==> src/rtl/load_store_unit.sv <==
`default_nettype none
// ============================================================================
// Module   : load_store_unit
// Purpose  : Connects a single-issue core to a simple request/grant/rvalid
//            data bus. It handles byte, half and word loads and stores. It
//            generates byte enables and lane-replicated store data. It formats
//            load data with sign or zero extension. It reports a bus error
//            when an access times out.
// Revision : 1.0 - initial release
// ----------------------------------------------------------------------------
// Parameters
//   DATA_WIDTH     : core/bus data width (only 32 is supported)
//   TIMEOUT_CYCLES : maximum cycles spent in REQ+WAIT before a bus error
// Configuration macro
//   LSU_MISALIGN_TRAP_EN : when defined, misaligned half/word accesses fault
//                          without a bus access; when undefined, the
//                          misaligned low address bits are forced to zero
// Ports
//   clk_i, rst_ni                  : clock, asynchronous active-low reset
//   req_i, we_i, size_i,
//   unsigned_i, addr_i, wdata_i    : core access request (held until done_o)
//   rdata_o, done_o, stall_o, err_o: core-side results and pipeline stall
//   bus_req_o, bus_we_o, bus_addr_o,
//   bus_be_o, bus_wdata_o          : bus request channel (registered)
//   bus_gnt_i, bus_rvalid_i,
//   bus_rdata_i                    : bus grant and response
// ============================================================================
module load_store_unit #(
    parameter int DATA_WIDTH     = 32,
    parameter int TIMEOUT_CYCLES = 16
) (
    input  logic                  clk_i,
    input  logic                  rst_ni,
    input  logic                  req_i,
    input  logic                  we_i,
    input  logic [1:0]            size_i,
    input  logic                  unsigned_i,
    input  logic [31:0]           addr_i,
    input  logic [DATA_WIDTH-1:0] wdata_i,
    output logic [DATA_WIDTH-1:0] rdata_o,
    output logic                  done_o,
    output logic                  stall_o,
    output logic                  err_o,
    output logic                  bus_req_o,
    output logic                  bus_we_o,
    output logic [31:0]           bus_addr_o,
    output logic [3:0]            bus_be_o,
    output logic [DATA_WIDTH-1:0] bus_wdata_o,
    input  logic                  bus_gnt_i,
    input  logic                  bus_rvalid_i,
    input  logic [DATA_WIDTH-1:0] bus_rdata_i
);

    localparam int          CNT_W   = $clog2(TIMEOUT_CYCLES + 1);
    localparam logic [1:0]  SZ_BYTE = 2'b00;
    localparam logic [1:0]  SZ_HALF = 2'b01;
    localparam logic [1:0]  SZ_WORD = 2'b10;

    typedef enum logic [1:0] {
        S_IDLE = 2'd0,
        S_REQ  = 2'd1,
        S_WAIT = 2'd2,
        S_DONE = 2'd3
    } state_e;

    state_e             state_q;
    logic [CNT_W-1:0]   cnt_q;
    logic               we_q;
    logic [1:0]         size_q;
    logic               uns_q;
    logic [1:0]         off_q;
    logic [31:0]        rdata_q;
    logic               done_q;
    logic               err_q;
    logic               bus_req_q;
    logic               bus_we_q;
    logic [31:0]        bus_addr_q;
    logic [3:0]         bus_be_q;
    logic [31:0]        bus_wdata_q;

    // ------------------------------------------------------------------------
    // Request decode. It is evaluated on the raw core inputs and only used on
    // the IDLE acceptance edge.
    // ------------------------------------------------------------------------
    logic [31:0] w_addr_eff;
    logic [3:0]  w_be;
    logic [31:0] w_wdata;
    logic        w_fault;

    // Misaligned low bits are dropped so that the byte-enable and
    // load-shift logic only ever sees naturally aligned offsets.
    always_comb begin
        w_addr_eff = addr_i;
        case (size_i)
            SZ_HALF: w_addr_eff = {addr_i[31:1], 1'b0};
            SZ_WORD: w_addr_eff = {addr_i[31:2], 2'b00};
            default: w_addr_eff = addr_i;
        endcase
    end

`ifdef LSU_MISALIGN_TRAP_EN
    logic w_misalign;
    assign w_misalign = ((size_i == SZ_HALF) && addr_i[0]) ||
                        ((size_i == SZ_WORD) && (addr_i[1:0] != 2'b00));
    assign w_fault    = (size_i == 2'b11) || w_misalign;
`else
    assign w_fault    = (size_i == 2'b11);
`endif

    always_comb begin
        w_be    = 4'b0000;
        w_wdata = wdata_i;
        case (size_i)
            SZ_BYTE: begin
                w_be    = 4'b0001 << w_addr_eff[1:0];
                w_wdata = {4{wdata_i[7:0]}};
            end
            SZ_HALF: begin
                w_be    = 4'b0011 << {w_addr_eff[1], 1'b0};
                w_wdata = {2{wdata_i[15:0]}};
            end
            SZ_WORD: begin
                w_be    = 4'b1111;
                w_wdata = wdata_i;
            end
            default: begin
                w_be    = 4'b0000;
                w_wdata = wdata_i;
            end
        endcase
    end

    // ------------------------------------------------------------------------
    // Load formatting. It brings the addressed lane down to bit 0 and then
    // extends it to the full width.
    // ------------------------------------------------------------------------
    logic [31:0] w_shifted;
    logic [31:0] ld_data_d;

    assign w_shifted = bus_rdata_i >> {off_q, 3'b000};

    always_comb begin
        ld_data_d = w_shifted;
        case (size_q)
            SZ_BYTE: ld_data_d = uns_q ? {24'd0, w_shifted[7:0]}
                                       : {{24{w_shifted[7]}}, w_shifted[7:0]};
            SZ_HALF: ld_data_d = uns_q ? {16'd0, w_shifted[15:0]}
                                       : {{16{w_shifted[15]}}, w_shifted[15:0]};
            default: ld_data_d = w_shifted;
        endcase
    end

    // The timeout fires on the last allowed REQ/WAIT cycle. A grant or rvalid
    // that arrives in that same cycle still wins.
    logic w_timeout;
    assign w_timeout = (cnt_q == CNT_W'(TIMEOUT_CYCLES - 1));

    // ------------------------------------------------------------------------
    // Control FSM with registered outputs
    // ------------------------------------------------------------------------
    always_ff @(posedge clk_i or negedge rst_ni) begin
        if (!rst_ni) begin
            state_q     <= S_IDLE;
            cnt_q       <= '0;
            we_q        <= 1'b0;
            size_q      <= 2'b00;
            uns_q       <= 1'b0;
            off_q       <= 2'b00;
            rdata_q     <= '0;
            done_q      <= 1'b0;
            err_q       <= 1'b0;
            bus_req_q   <= 1'b0;
            bus_we_q    <= 1'b0;
            bus_addr_q  <= '0;
            bus_be_q    <= 4'b0000;
            bus_wdata_q <= '0;
        end else begin
            done_q <= 1'b0;
            err_q  <= 1'b0;
            case (state_q)
                S_IDLE: begin
                    if (req_i) begin
                        we_q   <= we_i;
                        size_q <= size_i;
                        uns_q  <= unsigned_i;
                        off_q  <= w_addr_eff[1:0];
                        if (w_fault) begin
                            state_q <= S_DONE;
                            done_q  <= 1'b1;
                            err_q   <= 1'b1;
                            if (!we_i) begin
                                rdata_q <= '0;
                            end
                        end else begin
                            state_q     <= S_REQ;
                            cnt_q       <= '0;
                            bus_req_q   <= 1'b1;
                            bus_we_q    <= we_i;
                            bus_addr_q  <= {w_addr_eff[31:2], 2'b00};
                            bus_be_q    <= w_be;
                            bus_wdata_q <= w_wdata;
                        end
                    end
                end
                S_REQ: begin
                    cnt_q <= cnt_q + CNT_W'(1);
                    if (bus_gnt_i) begin
                        state_q   <= S_WAIT;
                        bus_req_q <= 1'b0;
                    end else if (w_timeout) begin
                        state_q   <= S_DONE;
                        bus_req_q <= 1'b0;
                        done_q    <= 1'b1;
                        err_q     <= 1'b1;
                        if (!we_q) begin
                            rdata_q <= '0;
                        end
                    end
                end
                S_WAIT: begin
                    cnt_q <= cnt_q + CNT_W'(1);
                    if (bus_rvalid_i) begin
                        state_q <= S_DONE;
                        done_q  <= 1'b1;
                        if (!we_q) begin
                            rdata_q <= ld_data_d;
                        end
                    end else if (w_timeout) begin
                        state_q <= S_DONE;
                        done_q  <= 1'b1;
                        err_q   <= 1'b1;
                        if (!we_q) begin
                            rdata_q <= '0;
                        end
                    end
                end
                S_DONE: begin
                    state_q <= S_IDLE;
                end
                default: begin
                    state_q <= S_IDLE;
                end
            endcase
        end
    end

    assign rdata_o     = rdata_q;
    assign done_o      = done_q;
    assign err_o       = err_q;
    assign stall_o     = req_i & ~done_q;
    assign bus_req_o   = bus_req_q;
    assign bus_we_o    = bus_we_q;
    assign bus_addr_o  = bus_addr_q;
    assign bus_be_o    = bus_be_q;
    assign bus_wdata_o = bus_wdata_q;

endmodule
`default_nettype wire

==> config.mk <==
export PLATFORM = sky130hd
export DESIGN_NAME = load_store_unit
export DESIGN_NICKNAME = d
export VERILOG_FILES = /design/src/rtl/load_store_unit.sv
export SDC_FILE = /design/constraint.sdc
export NUM_CORES = 1
export LEC_CHECK = 0
export CAP_MARGIN = 10
export CELL_PAD_IN_SITES_DETAIL_PLACEMENT = 0
export CELL_PAD_IN_SITES_GLOBAL_PLACEMENT = 2
export CORE_ASPECT_RATIO = 2
export CORE_MARGIN = 10
export CORE_UTILIZATION = 24
export CTS_BUF_LIST = sky130_fd_sc_hd__clkbuf_4 sky130_fd_sc_hd__clkbuf_8
export CTS_CLUSTER_SIZE = 12
export DETAILED_ROUTE_END_ITERATION = 16
export GPL_ROUTABILITY_DRIVEN = 0
export PLACE_DENSITY = 0.75
export SLEW_MARGIN = 20
export SYNTH_ARGS = -nofsm -noshare
export SYNTH_HDL_FRONTEND = slang
export SYNTH_SLANG_ARGS = --single-unit
==> constraint.sdc <==
create_clock -name clk_i -period 2.22 [get_ports clk_i]
set_clock_uncertainty 0.05 [all_clocks]
set_input_delay 0.444 -clock clk_i [delete_from_list [all_inputs] [get_ports clk_i]]
set_output_delay 0.444 -clock clk_i [all_outputs]
set_load 0.1 [all_outputs]
# Yosys cells after proc, flatten, opt, wreduce, memory -nomap -nowiden
# Index checks and enable logic that the tools add are counted.
[totals] ff_bits=115 in_bits=105 out_inout_bits=105 elab_cells=85
[classes] addsub=1 n_eq_ne=15 shift=3 muxes=37 bitwise=3 reduce_logical=12
[op_table] cell="$mux 32" count=10
[op_table] cell="$pmux 32 s2" count=2
[op_table] cell="$pmux 32 s3" count=1
[op_table] cell="$shr 32x5->32" count=1
[op_table] cell="$pmux 4 s3" count=1
[op_table] cell="$mux 1" count=10
[op_table] cell="$mux 2" count=5
[op_table] cell="$mux 5" count=2
[op_table] cell="$ne 2x2->1 const B" count=5
[op_table] cell="$pmux 5 s2" count=1
[op_table] cell="$eq 2x2->1 const B" count=4
[op_table] cell="$pmux 2 s4" count=1
[op_table] cell="$eq 2x1->1 const B" count=3
[op_table] cell="$logic_not 2->1" count=3
[op_table] cell="$ne 3x3->1 const B" count=2
[op_table] cell="$pmux 1 s3" count=2
[op_table] cell="$reduce_and 3->1" count=2
[op_table] cell="$reduce_and 6->1" count=1
[op_table] cell="$add 5x1->5 const B" count=1
[op_table] cell="$eq 5x4->1 const B" count=1
[op_table] cell="$pmux 2 s2" count=1
[op_table] cell="$reduce_and 4->1" count=1
[op_table] cell="$reduce_bool 2->1" count=2
[op_table] cell="$shl 1x2->4 const A" count=1
[op_table] cell="7 further kinds" count=8

# Longest topological paths before layout
# Gate-level depths: netlist of run 1.
[logic_depth] word_depth=6 mapped_depth=10 ltp_nobuf=7

# Worst setup path after synthesis of run 1
# No wires, ideal clock.
[synth_timing] kind="flip-flop to output port" startpoint="register done_q (netlist: done_o)" endpoint="output port stall_o" arrival_time_ns=2.140 t_required_ns=1.726 path_slack_ns=-0.414 stages_incl_launch_ff=2 path_buffers=0 path_cell_list="dfrtp_1 -> nor2_1"
[synth_via] elab_chain_cells=2
[synth_lines] item="start, declared" line="73" text="logic done_q;"
[synth_lines] item="start signal, assigned" line="170" text="done_q <= 1'b0;"
[synth_lines] item="start signal, assigned" line="178" text="done_q <= 1'b0;"
[synth_lines] item="start signal, assigned" line="189" text="done_q <= 1'b1;"
[synth_lines] item="$not 1->1" line="250" text="assign stall_o = req_i & ~done_q;"
[synth_lines] item="$and 1x1->1" line="250"
[synth_lines] item="end, declared" line="42" text="output logic stall_o,"
# No other way between the ends.

# Worst setup path in the final report of run 1
[layout_timing] startpoint="register state_q[0]" endpoint="register rdata_q[21] (netlist: rdata_o[21])"
[layout_via] elab_chain_cells=3 word_cells_on_any_way=11 classes_between="eq/ne (7); mux (1); reduce/logical (3)"
[layout_lines] item="start, declared" line="66" text="state_e state_q;"
[layout_lines] item="start signal, assigned" line="163" text="state_q <= S_IDLE;"
[layout_lines] item="start signal, assigned" line="188" text="state_q <= S_DONE;"
[layout_lines] item="start signal, assigned" line="195" text="state_q <= S_REQ;"
[layout_lines] item="$eq 2x2->1, or another cell as far along" line="180" text="case (state_q)"
[layout_lines] item="$ne 3x3->1 (no line), or another cell as far along"
[layout_lines] item="$reduce_and 6->1 (no line)"
[layout_lines] item="end signal, assigned" line="226" text="rdata_q <= ld_data_d;"
[layout_lines] item="end, declared" line="72" text="logic [31:0] rdata_q;"
# Parallel ways exist; a longest one is shown, timed or not.
# A chain may end at the register's enable or synchronous reset.

==> reports/qor.csv, run 1 <==
stage;metric;value;unit
synthesis;Gate Count Post-Synth;586;
placed_design;half-perimeter wire length after detailed placement;17100;um
setup_path;Worst Setup SP;state_q[0];
layout;Layout Area Growth over Synthesis;54.3;%
layout;fraction of final layout cells with drive strength greater than 1;26.6;%
setup_path;reg-to-reg startpoint;state_q[0];
grt;largest net degree at the start of global routing;60;
setup_path;worst setup path category;flop to flop;
sta;Final Hold Slack;0.421;ns
setup_path;cell family contributing the most delay on the critical path;compound AO/OA/AOI/OAI gates;
sta;setup total negative slack;0;ns
clock_network;library cell used as clock root buffer;sky130_fd_sc_hd__clkbuf_8;
sta;minimum clock period;2.21;ns
clock_network;TritonCTS clock tree;built;
synthesis;count of warnings emitted by yosys;0;
synthesis;portion of synthesized cell area occupied by the leading cell type;51.1;%
floorplan;vertical die dimension;237;um
synthesis;mean cell area of the mapped netlist;9.60;um^2
setup_path;buffers and inverters on the worst path;2;
layout;Final Net Count;948;
floorplan;Rows;79;
synthesis;main area contributors after synthesis;sky130_fd_sc_hd__dfrtp_1, sky130_fd_sc_hd__nand2_1, sky130_fd_sc_hd__mux2i_1;
synthesis;synth unique cells;56;
routing;total length of routed met2 wires;12700;um
sta;number of hold violations in the final report;0;
setup_path;Worst EP required;2.51;ns
routing;detailed router's first-iteration violation count;238;
grt;wire length of the first global-routing pass;33300;um
sta;number of failing setup endpoints in the final timing report;0;
routing;highest routing layer actually used;met4;
setup_path;maximum single-stage delay on the critical path;0.43;ns
routing;remaining number of nets flagged by the antenna check after routing;0;
setup_path;Worst Path Arrival;2.49;ns
setup_path;maximum net fanout on the critical path;23;
sta;ratio of final minimum period to clock period;99.4;%
routing;routed wire length on met3;1080;um
job;max capacitance violation total;0;
synthesis;post-synthesis instance area;5630;um^2
grt;total congestion overflow;0;
floorplan;IO Count;210;
grt;antenna violations before repair;1;
synthesis;count of flip-flops with a built-in enable after synthesis;0;
routing;via count of the routed design;5282;
clock_network;Clock Tree Buf Depth;2;
sta;max-slew violation count;0;
synthesis;most area-hungry cell type in the Yosys netlist;sky130_fd_sc_hd__dfrtp_1;
setup_path;slowest stage cell on the critical path;sky130_fd_sc_hd__dfrtp_1;
floorplan;die width;128;um
routing;drt drc;0;
synthesis;register area share after synthesis;51.1;%
routing;routed wire length per instance;19.4;um
floorplan;Std-Cell Core Area;23200;um^2
synthesis;multiplexer fraction of the synthesized cell area;5.98;%
synthesis;flop and latch count out of synthesis;115;
placed_design;Port-buffer cells;207;
clock_network;total CTS buffers;17;
clock_network;level count of the clock H-tree;4;
setup_path;critical path startpoint category;flop;
clock_network;CTS clock-pin slew for the worst setup and hold paths;0.07;ns
synthesis;adder-cell area share of the yosys netlist;2.22;%
min_path;worst min-delay path category;flop to flop;
grt;total routing resource utilization after global routing;14.4;%
sta;unrepaired setup endpoints after global routing;true;
setup_path;CP cell instances;inv_1, ha_1, a211o_1, or3_4, buf_12, a221o_1;
grt;via count of the first global-routing pass;5641;
floorplan;die area;30300;um^2
routing;Metal-1 WL;7450;um
layout;fillcell total;2380;
synthesis;basic-gate share of the synthesized area counting and, or, nand and nor cells;18.8;%
status;run status;completed;
clock_network;clock insertion delay at the later pin of the skew report;0.46;ns
synthesis;largest family of logic cells by synthesized area;simple AND/OR/NAND/NOR gates;
routing;First-pass DRT Iterations;4;
synthesis;XOR/XNOR Fraction of Synth Area;0.156;%
clock_network;number of sinks on the clock net;115;
sta;maximum achievable frequency;453;MHz
synthesis;compound-cell area share of the yosys netlist;16.9;%
routing;final wirelength;21900;um
min_path;HP Start;cnt_q[4];
routing;average via count per standard cell;4.68;
setup_path;kind of end point of the critical path;flop;
floorplan;initial core utilization;24.2;%
synthesis;most used flip-flop cell after synthesis;sky130_fd_sc_hd__dfrtp_1;
synthesis;async set-or-reset flop fraction in the synthesized netlist;100;%
==> synthesized netlist by cell type (3+ instances only) <==
cell / number
sky130_fd_sc_hd__nand2_1: 163
sky130_fd_sc_hd__dfrtp_1: 115
sky130_fd_sc_hd__nor2_1: 34
sky130_fd_sc_hd__clkbuf_1: 28
sky130_fd_sc_hd__mux2i_1: 19
sky130_fd_sc_hd__inv_1: 18
sky130_fd_sc_hd__o21ai_0: 18
sky130_fd_sc_hd__a221o_1: 16
sky130_fd_sc_hd__mux2_2: 11
sky130_fd_sc_hd__ha_1: 10
sky130_fd_sc_hd__a211o_1: 9
sky130_fd_sc_hd__nand3_1: 9
sky130_fd_sc_hd__nor2b_1: 9
sky130_fd_sc_hd__a221oi_1: 8
sky130_fd_sc_hd__a22oi_1: 8
sky130_fd_sc_hd__a31oi_1: 8
sky130_fd_sc_hd__nand3b_1: 8
sky130_fd_sc_hd__o211ai_1: 8
sky130_fd_sc_hd__a21oi_1: 7
sky130_fd_sc_hd__a32o_1: 7
sky130_fd_sc_hd__o221ai_1: 7
sky130_fd_sc_hd__buf_2: 6
sky130_fd_sc_hd__nand2b_1: 5
sky130_fd_sc_hd__buf_4: 4
sky130_fd_sc_hd__nor3_1: 4
sky130_fd_sc_hd__a211oi_1: 3
sky130_fd_sc_hd__buf_1: 3
==> layout by cell type (no fill, tap or decap), drive strengths merged, types with 4 or more instances in the layout <==
| cell type | n |
|---|---|
| a21oi | 7 |
| nand2b | 5 |
| nand2 | 163 |
| nor2b | 9 |
| ha | 10 |
| nand3b | 8 |
| a211o | 9 |
| clkbuf | 23 |
| mux2 | 11 |
| nor3 | 4 |
| a31oi | 8 |
| clkinv | 4 |
| a32o | 7 |
| a211oi | 4 |
| a22oi | 8 |
| o211ai | 8 |
| a221o | 16 |
| o21ai | 18 |
| a221oi | 8 |
| inv | 18 |
| buf | 166 |
| mux2i | 19 |
| nand3 | 9 |
| dfrtp | 115 |
| nor2 | 34 |
| clkdlybuf4s50 | 103 |
| o221ai | 7 |
==> cell type report <==
cell class | instances | area (um^2) | share of cell area (%)
Sequential cell | 115 | 2880 | 33.1
Multi-Input combinational cell | 411 | 2560 | 29.4
Timing Repair Buffer | 270 | 2420 | 27.9
Tap cell | 283 | 354 | 4.08
Clock buffer | 23 | 298 | 3.43
Clock inverter | 8 | 103 | 1.18
Inverter | 18 | 67.6 | 0.778
Antenna cell | 1 | 2.50 | 0.0288
==> worst min-delay path, stage by stage, from the launching register on <==
cell	delay (ns)
sky130_fd_sc_hd__dfrtp_1	0.34
sky130_fd_sc_hd__nand2_1	0.05
sky130_fd_sc_hd__o31ai_1	0.05
==> kinds of logic after synthesis <==
family	Yosys count
flops	115
mux	31
simple gates	246
fa+ha+maj	10
xor+xnor	1
compound gates	121
buf+inv	61
other cells	1
==> flip-flops by register name (all words and copies together) (netlist names) <==
register and cells:
bus_wdata_o 32, rdata_o 32, bus_addr_o 30, cnt_q 5, bus_be_o 4, off_q 2
size_q 2, state_q 2, bus_req_o 1, bus_we_o 1, done_o 1, err_o 1
uns_q 1, we_q 1
==> final timing paths <==
kind / endpoint / slack, ns / cells past startpoint
worst max-delay path: rdata_o[21] / 0.01 / 6
worst min-delay path: cnt_q[4] / 0.42 / 2
max in group asynchronous: rdata_o[31] / 1.33 / 3
worst min register to register: cnt_q[4] / 0.42 / 2
min in group asynchronous: bus_wdata_o[0] / 0.48 / 3
worst max register to register: rdata_o[21] / 0.01 / 6
==> per-stage QoR <==
| stage | setup slack (ns) | std cells | instance area, um^2 | utilization, % |
|---|---|---|---|---|
| finish | 0.0141 | 1129 | 8680 | 37.4 |
| global route | -0.0307 | 1129 | 8680 | 37.4 |
| CTS | 0.0305 | 1127 | 8660 | 37.3 |
| detailed placement | -0.478 | 1095 | 8230 | 35.4 |
| global placement | -0.442 | 1095 | 8230 | 35.4 |
| floorplan | 0.00273 | 587 | 5680 | - |
==> per-layer routing <==
layer	track usage (%)	up-vias
met1	13.8	2554
met4	6.07	0
met2	27.4	153
li1	-	2547
met5	0	-
met3	3.96	28
==> timing repair <==
| item | in CTS | in global routing |
|---|---|---|
| resized for setup | 3 | 3 |
| buffers inserted | 0 | 1 |
| pin swaps | 0 | 2 |
| cloned | 0 | 0 |
| hold buffers | 1 | 0 |
| setup endpoints to repair | 16 | 25 |
| endpoints found under the hold margin | 115 | 0 |
Power of run 1 is not shown: default switching activity piles up to over one toggle a cycle in this logic, so the estimate is an artifact.
==> inputs of run 2 (changes only) <==
Settings changed: CTS_CLUSTER_DIAMETER from default to 50.
==> results of run 2 <==
The final DEF is identical to that of run 1; final timing and power are the same.
Power of run 2 is left out for the same reason.
==> inputs of run 3 (changes only) <==
Settings changed: ABC_AREA from default to 1, CORE_UTILIZATION 24 to 23, PLACE_DENSITY 0.75 to 0.76.
==> run 3 against run 2 <==
Net effect:
- maximum frequency increased by 11%
- final area increased by 4.5%
- wire length increased by 14%
- critical path depth increased by 4
- core utilization decreased by 3.0 points
- register-to-register slack improved by 0.23 ns
- count of clock-buffer cells in the layout decreased by 6
- area after synthesis increased by 9.7%
- cell count increased by 27%
- sequential cell count unchanged
- via count increased by 17%
- critical path type unchanged
- highest routed layer is now met5
==> reports/qor.csv, run 3 <==
stage;metric;value;unit
status;run status;completed;
routing;final wirelength;25000;um
sta;ratio of final minimum period to clock period;89.1;%
clock_network;hold_buf cts;1;
synthesis;flop and latch count out of synthesis;115;
clock_network;library cell used as clock root buffer;sky130_fd_sc_hd__clkbuf_8;
setup_path;buffers and inverters on the worst path;2;
grt;largest net degree at the start of global routing;47;
grt;wire length of the first global-routing pass;38500;um
setup_path;worst setup path category;flop to flop;
clock_network;total CTS buffers;17;
clock_network;Clock Tree Buf Depth;2;
synthesis;main area contributors after synthesis;sky130_fd_sc_hd__dfrtp_1, sky130_fd_sc_hd__nand2_1, sky130_fd_sc_hd__o21ai_0;
clock_network;clock insertion delay at the later pin of the skew report;0.47;ns
setup_path;cell family contributing the most delay on the critical path;adder cells;
clock_network;number of sinks on the clock net;115;
grt;total congestion overflow;0;
floorplan;die width;136;um
synthesis;most common cell in the netlist;sky130_fd_sc_hd__nand2_1;
job;max capacitance violation total;0;
routing;remaining number of nets flagged by the antenna check after routing;0;
sta;maximum achievable frequency;505;MHz
clock_network;TritonCTS clock tree;built;
setup_path;total number of cells along the worst setup path;10;
sta;unrepaired setup endpoints after global routing;false;
routing;First-pass DRT Iterations;4;
setup_path;maximum net fanout on the critical path;7;
sta;fin worst setup slack;0.241;ns
layout;Final Net Count;1189;
setup_path;FF-to-FF path depth;10;
setup_path;slowest stage cell on the critical path;sky130_fd_sc_hd__dfrtp_1;
clock_network;post-CTS setup repair buffer count;0;
setup_path;critical path startpoint category;flop;
min_path;worst min-delay path category;input port to asynchronous set/reset pin;
synthesis;most area-hungry cell type in the Yosys netlist;sky130_fd_sc_hd__dfrtp_1;
grt;antenna violations before repair;2;
placed_design;post-place instance area;8660;um^2
sta;number of hold violations in the final report;0;
synthesis;mean cell area of the mapped netlist;7.31;um^2
synthesis;most instantiated cells after synthesis;sky130_fd_sc_hd__nand2_1, sky130_fd_sc_hd__dfrtp_1, sky130_fd_sc_hd__o21ai_0;
sta;max-slew violation count;0;
clock_network;level count of the clock H-tree;4;
layout;fraction of final layout cells with drive strength greater than 1;19.0;%
synthesis;register area share after synthesis;46.6;%
grt;via count of the first global-routing pass;6590;
layout;fillcell total;2851;
layout;Post-Route Utilization;34.4;%
synthesis;Gate Count Post-Synth;844;
sta;number of failing setup endpoints in the final timing report;0;
grt;total routing resource utilization after global routing;14.9;%
floorplan;initial core utilization;23.4;%
placed_design;half-perimeter wire length after detailed placement;19900;um
routing;average via count per standard cell;4.31;
layout;commonest cells after routing, fill and taps aside;sky130_fd_sc_hd__nand2_1, sky130_fd_sc_hd__buf_4, sky130_fd_sc_hd__dfrtp_1;
synthesis;count of flip-flops with a built-in enable after synthesis;0;
sta;Final Hold Slack;0.410;ns
routing;drt drc;0;
placed_design;Port-buffer cells;207;
routing;routed wire length per instance;17.5;um
floorplan;IO Count;210;
synthesis;post-synthesis instance area;6170;um^2
floorplan;die area;34200;um^2
floorplan;vertical die dimension;252;um
setup_path;library cell appearing most often on the critical path;sky130_fd_sc_hd__nand2_1;
synthesis;most used flip-flop cell after synthesis;sky130_fd_sc_hd__dfrtp_1;
layout;Layout Area Growth over Synthesis;47.1;%
sta;minimum clock period;1.98;ns
setup_path;CP cell instances;ha_1, inv_1, nor3_1, ha_1, nand2_1, o21ai_0, o211ai_1, buf_4, nand2_1, nand2_1;
clock_network;number of cells upsized or downsized after cts;0;
synthesis;count of warnings emitted by yosys;0;
synthesis;async set-or-reset flop fraction in the synthesized netlist;100;%
layout;commonest non-fill, non-tap cell in the layout;sky130_fd_sc_hd__nand2_1;
setup_path;maximum single-stage delay on the critical path;0.39;ns
clock_network;CTS clock-pin slew for the worst setup and hold paths;0.08;ns
routing;detailed router's first-iteration violation count;358;
setup_path;kind of end point of the critical path;flop;
setup_path;Worst EP required;2.54;ns
floorplan;Rows;84;
placed_design;Place WS;-0.0671;ns
setup_path;Worst Path Arrival;2.30;ns
synthesis;portion of synthesized cell area occupied by the leading cell type;46.6;%
synthesis;synth unique cells;33;
routing;via count of the routed design;6172;
floorplan;Std-Cell Core Area;26400;um^2
layout;final instance area;9080;um^2
[run 3: cell types whose count changed in the layout (fill, tap and decap cells not counted), sizes merged, moves of 18 or more]
cell	change
inv	+32
nand2	+217
mux2i	-18
o21ai	+53
nand3	+43
a21oi	+39
[run 3: final cells by class]
cell class	instances	area [um^2]	share of cell area [%]
clock buffers	17	234	2.58
repair buffers	261	2320	25.6
inverters	42	158	1.74
multi-input cells	637	2890	31.8
clock inverters	15	170	1.87
diodes	1	2.50	0.0276
flip-flops and latches	115	2880	31.7
well taps	344	430	4.74
[run 3: path summary, 6_finish.rpt]
check / from / end / slack, ns
min in group clk_i: rdata_o[4] / rdata_o[4] / 0.42
min reg2reg: rdata_o[4] / rdata_o[4] / 0.42
max in group asynchronous: rst_ni / size_q[1] / 1.10
max: cnt_q[0] / rdata_o[30] / 0.24
max reg2reg: cnt_q[0] / rdata_o[30] / 0.24
min: rst_ni / bus_wdata_o[31] / 0.41
[run 3: worst reg2reg max path, cell delays in order, from the launching register on]
cell and delay, ns:
sky130_fd_sc_hd__dfrtp_1 0.39, sky130_fd_sc_hd__ha_1 0.19, sky130_fd_sc_hd__inv_1 0.06, sky130_fd_sc_hd__nor3_1 0.20
sky130_fd_sc_hd__ha_1 0.24, sky130_fd_sc_hd__nand2_1 0.12, sky130_fd_sc_hd__o21ai_0 0.18, sky130_fd_sc_hd__o211ai_1 0.16
sky130_fd_sc_hd__buf_4 0.19, sky130_fd_sc_hd__nand2_1 0.06, sky130_fd_sc_hd__nand2_1 0.04
[run 3: cell families (layout without fill, tap and decap cells)]
group,count (synthesis),after routing,share of synthesized area (%)
multiplexers,2,2,0.345
buffers and inverters,93,335,6.73
AND/OR/NAND/NOR,478,478,31.4
adder cells (fa/ha/maj),10,10,2.03
AO/OA/AOI/OAI,145,145,12.9
flip-flops,115,115,46.6
other,1,3,0.0608
[run 3: metrics by stage]
step	TNS, ns	instances
after detailed placement	-0.353	1398
after global placement	-0.352	1398
after global routing	0	1432
after CTS	0	1431
final	0	1432
after floorplan	0	845
[run 3: metal layers]
metal  global-route usage (%)  part of all wire, %  up-vias
li1                         -                    -     3175
met1                     13.9                   35     2779
met2                     28.3                   56      180
met3                     4.36                  6.0       36
met4                     7.01                  3.0        2
met5                        0                0.048        -
Power of run 3 is left out for the same reason.
